--- config.mk ---
export PLATFORM = sky130hd
export DESIGN_NAME = mem_bus_ctrl
export DESIGN_NICKNAME = d
export VERILOG_FILES = /design/src/rtl/mem_bus_ctrl_pkg.sv /design/src/rtl/mem_bus_ctrl.sv
export SDC_FILE = /design/constraint.sdc
export NUM_CORES = 1
export LEC_CHECK = 0
export CAP_MARGIN = 25
export CORE_UTILIZATION = 39
export DETAILED_ROUTE_END_ITERATION = 8
export PLACE_DENSITY = 0.79
export SYNTH_ARGS = -nofsm -noshare
export SYNTH_HDL_FRONTEND = slang
export SYNTH_SLANG_ARGS = --single-unit
--- constraint.sdc ---
create_clock -name clk -period 2.1 [get_ports clk]
set_input_delay 0.315 -clock clk [delete_from_list [all_inputs] [get_ports clk]]
set_output_delay 0.315 -clock clk [all_outputs]
set_load 0.005 [all_outputs]
--- src/rtl/mem_bus_ctrl_pkg.sv ---
// Shared CPU definitions for the memory bus stage: FSM state encoding,
// default bus widths and a request-decode helper.
package mem_bus_ctrl_pkg;

  localparam int CPU_ADDR_W = 16;
  localparam int CPU_DATA_W = 32;

  typedef enum logic [1:0] {
    IDLE = 2'd0,
    BUSY = 2'd1,
    DONE = 2'd2,
    ERR  = 2'd3
  } mem_state_e;

  // Exactly one of read/write: a legal request from control.
  function automatic logic single_req(input logic rd, input logic wr);
    return rd ^ wr;
  endfunction

endpackage

--- src/rtl/mem_bus_ctrl.sv ---
// Memory bus stage: turns mem_rd/mem_wr into a req/ack bus transfer and stalls control meanwhile.
// Optional MEM_TIMEOUT_EN adds a BUSY watchdog that aborts to ERR after TIMEOUT cycles without bus_ack.
module mem_bus_ctrl
  import mem_bus_ctrl_pkg::*;
#(
  parameter int ADDR_W  = CPU_ADDR_W,
  parameter int DATA_W  = CPU_DATA_W,
  parameter int TIMEOUT = 255
) (
  input  logic              clk,
  input  logic              rst_n,
  input  logic              mem_rd,
  input  logic              mem_wr,
  input  logic [ADDR_W-1:0] addr,
  input  logic [DATA_W-1:0] wdata,
  output logic [DATA_W-1:0] rdata,
  output logic              ld_mdr_mem,
  output logic              stall,
  output logic              fault,
  output logic              bus_req,
  output logic              bus_we,
  output logic [ADDR_W-1:0] bus_addr,
  output logic [DATA_W-1:0] bus_wdata,
  input  logic [DATA_W-1:0] bus_rdata,
  input  logic              bus_ack
);

  mem_state_e state_q, state_d;

  logic accept;      // legal request taken in IDLE
  logic illegal;     // simultaneous read and write
  logic ack_done;    // bus_ack completing the transfer in BUSY
  logic stray_ack;   // bus_ack seen when no transfer is pending

`ifdef MEM_TIMEOUT_EN
  localparam int CNT_W = $clog2(TIMEOUT + 1);

  logic [CNT_W-1:0] cnt_q;
  logic [CNT_W-1:0] cnt_inc;
  logic             timed_out;

  // cnt_inc is the number of BUSY cycles elapsed including the current one.
  assign cnt_inc   = cnt_q + CNT_W'(1);
  assign timed_out = (state_q == BUSY) && !bus_ack && (cnt_inc == CNT_W'(TIMEOUT));
`endif

  always_ff @(posedge clk or negedge rst_n) begin
    if (!rst_n) begin
      state_q <= IDLE;
    end else begin
      // NOTE: registers use non-blocking assignments so every flop samples pre-edge values.
      state_q <= state_d;
    end
  end

  always_comb begin
    // NOTE: every output of this block gets a default first, so no path can infer a latch.
    state_d   = state_q;
    accept    = 1'b0;
    illegal   = 1'b0;
    ack_done  = 1'b0;
    stray_ack = bus_ack && (state_q != BUSY);
    unique case (state_q)
      IDLE: begin
        if (mem_rd && mem_wr) begin
          illegal = 1'b1;
          state_d = ERR;
        end else if (single_req(mem_rd, mem_wr)) begin
          accept  = 1'b1;
          state_d = BUSY;
        end
      end
      BUSY: begin
        if (bus_ack) begin
          ack_done = 1'b1;
          state_d  = DONE;
        end
`ifdef MEM_TIMEOUT_EN
        else if (timed_out) begin
          state_d = ERR;
        end
`endif
      end
      DONE:    state_d = IDLE;
      ERR:     state_d = IDLE;
      default: state_d = IDLE;
    endcase
  end

  // Stall only while a legal request waits in IDLE or a transfer is in flight.
  assign stall = ((state_q == IDLE) && single_req(mem_rd, mem_wr)) || (state_q == BUSY);

  always_ff @(posedge clk or negedge rst_n) begin
    if (!rst_n) begin
      rdata      <= '0;
      ld_mdr_mem <= 1'b0;
      fault      <= 1'b0;
      bus_req    <= 1'b0;
      bus_we     <= 1'b0;
      bus_addr   <= '0;
      bus_wdata  <= '0;
    end else begin
      ld_mdr_mem <= 1'b0;
      if (accept) begin
        bus_req   <= 1'b1;
        bus_we    <= mem_wr;
        bus_addr  <= addr;
        bus_wdata <= wdata;
      end
      if (ack_done) begin
        bus_req <= 1'b0;
        if (!bus_we) begin
          rdata      <= bus_rdata;
          ld_mdr_mem <= 1'b1;
        end
      end
      if (illegal || stray_ack) begin
        fault <= 1'b1;
      end
`ifdef MEM_TIMEOUT_EN
      if (timed_out) begin
        bus_req <= 1'b0;
        fault   <= 1'b1;
      end
`endif
    end
  end

`ifdef MEM_TIMEOUT_EN
  always_ff @(posedge clk or negedge rst_n) begin
    if (!rst_n) begin
      cnt_q <= '0;
    end else if (accept) begin
      cnt_q <= '0;
    end else if (state_q == BUSY && !bus_ack) begin
      cnt_q <= cnt_inc;
    end
  end
`endif

endmodule
==> impl_results.md <==
- Run status: finished clean
- Fin. max-slew vios: 0
- IO Pins: 170
- Worst Path Arrival: 1.97 ns
- Overall track demand over capacity in global routing: 17.1%
- Clock skew: 0.00930 ns
- Largest net degree at the start of global routing: 38
- Total power draw: 0.00754 W
- Hold crit path type: in -> async
- Synthesized flop and latch total: 86
- Slack of the critical path: 0.342 ns
- Slowest Stage Delay on Critical Path: 0.47 ns
- DIE AREA: 8680 sq um
- Share of cells above drive strength 1: 27.0%
- MaxCap Viol Count: 0
- Overall routed net length: 7.21 mm
- Worst-path clk slew: 0.08 ns
- Pre-CTS setup slack: -0.0268 ns
- Root Buffer: clkbuf_8
- Clock power frac: 17.4%
- Postcts setup bufs: 0
- Pwr per Cell Area: 1410 nW/um^2
- Final number of hold-violating endpoints: 0
- Final setup TNS: 0 ns
- Clock Path Buffers: 2
- Data required, critical path: 2.31 ns
- N_diodes: 0
- Vias in the first global route: 2333
- Cts bufs inserted: 9
- YS warnings: 0
- Top cell family by delay on the critical path: buffers and inverters
- Chain of cells forming the critical path: clkdlybuf4s50_1 -> ha_4 -> nor3b_4 -> buf_12 -> mux2_2
- Tightest Pin Transition: 0.483 ns
- Sequential Power Share: 39.0%
- Reg area: 2150 sq um
- Combinational power share: 43.6%
- Startpoint types: input pin
- DIE WIDTH: 93.2 um
- Via density: 4.70
- Leakage: 2.19 nW
- Site row count: 32
- Layout area overhead: 64.5%
- DRT Pass-1 Iters: 4
- Hold WS: 0.481 ns
- Initial DRC count: 42
- Rel. slew slack: 67.8%
- Wire length of the first global-routing pass: 11.5 mm
- Global route total overflow: 0
- Number of port buffers: 169
- Syn Nets: 278
- Post-Synthesis Cells: 192
- Fmax: 0.569 GHz
- HPWL Detailed: 5.48 mm
- Post-route ant nets: 0
- Worst skew pair latency: 0.33 ns
- Reg-to-Reg End: rdata[10]
- Maximum resistive drop on vdd: 0.000673 V
- Number of antenna violations at the first check in global routing: 0
- Sw power: 0.00191 W
- Via count: 2237
- Seq/Total Area, Yosys: 66.4%
- Wirelength per Cell: 15.1 um
- Multi-input gate area: 1040 sq um
- Core ar.: 7890 sq um
- RSZ-0062 raised after global routing: no
- Flop2flop setup slack: 0.54 ns
- Clock sink count: 86
- Crit. End Element: register
- Drt drc: 0
- Crit-path max FO: 29
- Placer Congestion: 0.743
- Synth Cell Area: 3240 sq um
- Final number of setup-violating endpoints: 0
- Final net count: 457
- Synth cell types: 18
- Syn Area/Cell: 16.9 sq um
- Post-layout util: 67.6%
- Starting Density: 41.1%
- CP Buf/Inv Count: 2
- WS Path Type: in -> reg
- Final min period: 1.76 ns
- TritonCTS clock tree: done
- Worst path slowest cell: clkdlybuf4s50_1
- Fillers: 578
- Final clock period utilization by the worst path: 83.7%
- RR Startpoint: state_q[0]
- H-tree depth: 3
- Internal power: 0.00562 W
- Sw Share: 25.4%
- Reg2Reg Depth: 4
- Chip Height: 93.2 um
[power groups by stage]
stage,clock [W],sequential (W),combinational [W]
floorplan,0,0.00301,0.00117
global placement,0,0.00294,0.00326
detailed placement,0,0.00298,0.00334
CTS,0.00135,0.00295,0.00335
global route,0.00142,0.00306,0.00353
finish,0.00131,0.00294,0.00329
[timing repair]
action	4_1_cts	5_1_grt
hold buffers	1	0
hold endpoints to repair	35	0
endpoints found under the setup margin	0	1
gates resized for setup	0	2
[synthesized netlist by cell type (all sizes together)]
master / n / share of area [%]
buf: 8 / 2.0
inv: 2 / 0.23
dfrtp: 86 / 66
nor2: 2 / 0.23
nand2: 1 / 0.12
a21oi: 3 / 0.46
o21bai: 1 / 0.23
nor3: 1 / 0.50
nand2b: 1 / 0.19
o21ai: 2 / 0.31
mux2: 81 / 28
nor2b: 1 / 0.19
nor3b: 1 / 0.39
ha: 1 / 0.39
o311a: 1 / 0.31
[layout make-up]
class | instances | share of cell area (%)
repair buffers | 176 | 33.4
flip-flops and latches | 86 | 40.3
well taps | 102 | 2.39
clock inverters | 4 | 1.83
inverters | 2 | 0.141
clock buffers | 10 | 2.39
multi-input cells | 96 | 19.5
[sequential cells by signal, indices dropped and copies added (netlist names)]
register / flops
bus_addr: 16
ld_mdr_mem: 1
rdata: 32
bus_we: 1
bus_wdata: 32
state_q: 2
fault: 1
bus_req: 1
[worst max path at each step]
stage,start,to,depth (start not counted)
after floorplan,mem_rd,bus_addr[10],5
after global placement,mem_wr,bus_wdata[19],5
after detailed placement,mem_wr,bus_wdata[26],5
after CTS,mem_wr,stall,5
after global routing,mem_wr,bus_wdata[1],5
final,mem_wr,bus_wdata[1],5
[placed cells by master (no fill, tap or decap)]
| master | n |
|---|---|
| dlygate4sd3_1 | 1 |
| nand2_1 | 1 |
| clkdlybuf4s50_1 | 167 |
| o311a_1 | 1 |
| bufinv_16 | 3 |
| o21bai_1 | 1 |
| mux2_1 | 3 |
| clkbuf_1 | 1 |
| clkinvlp_4 | 1 |
| nand2b_1 | 1 |
| dfrtp_1 | 86 |
| o21ai_0 | 2 |
| nor3b_4 | 1 |
| nor2b_1 | 1 |
| ha_4 | 1 |
| dlymetal6s2s_1 | 1 |
| inv_1 | 2 |
| a21oi_1 | 3 |
| clkbuf_8 | 9 |
| buf_4 | 4 |
| nor3_4 | 1 |
| buf_12 | 3 |
| mux2_2 | 78 |
| nor2_1 | 2 |
[cell families (layout without fill, tap and decap cells)]
family / count (synthesis) / count (layout) / share of synthesized area (%)
DFF: 86 / 86 / 66.4
buffers and inverters: 10 / 192 / 2.20
AOI/OAI and AO/OA: 7 / 7 / 1.31
muxes: 81 / 81 / 28.1
and+or+nand+nor: 7 / 7 / 1.62
adders and majority gates: 1 / 1 / 0.386
[stage by stage]
step	cell area (sq um)	instances
finish	5340	476
CTS	5320	476
detailed placement	5080	461
floorplan	3240	192
global placement	5080	461
global route	5340	476
[metal layers]
layer | GRT usage (%) | vias up | part of all wire (%)
li1 | - | 1039 | -
met1 | 21.6 | 1078 | 42
met2 | 28.6 | 105 | 49
met3 | 4.15 | 15 | 6.6
met4 | 6.28 | 0 | 2.1
met5 | 0 | - | 0
(Power assumes the default switching activity.)
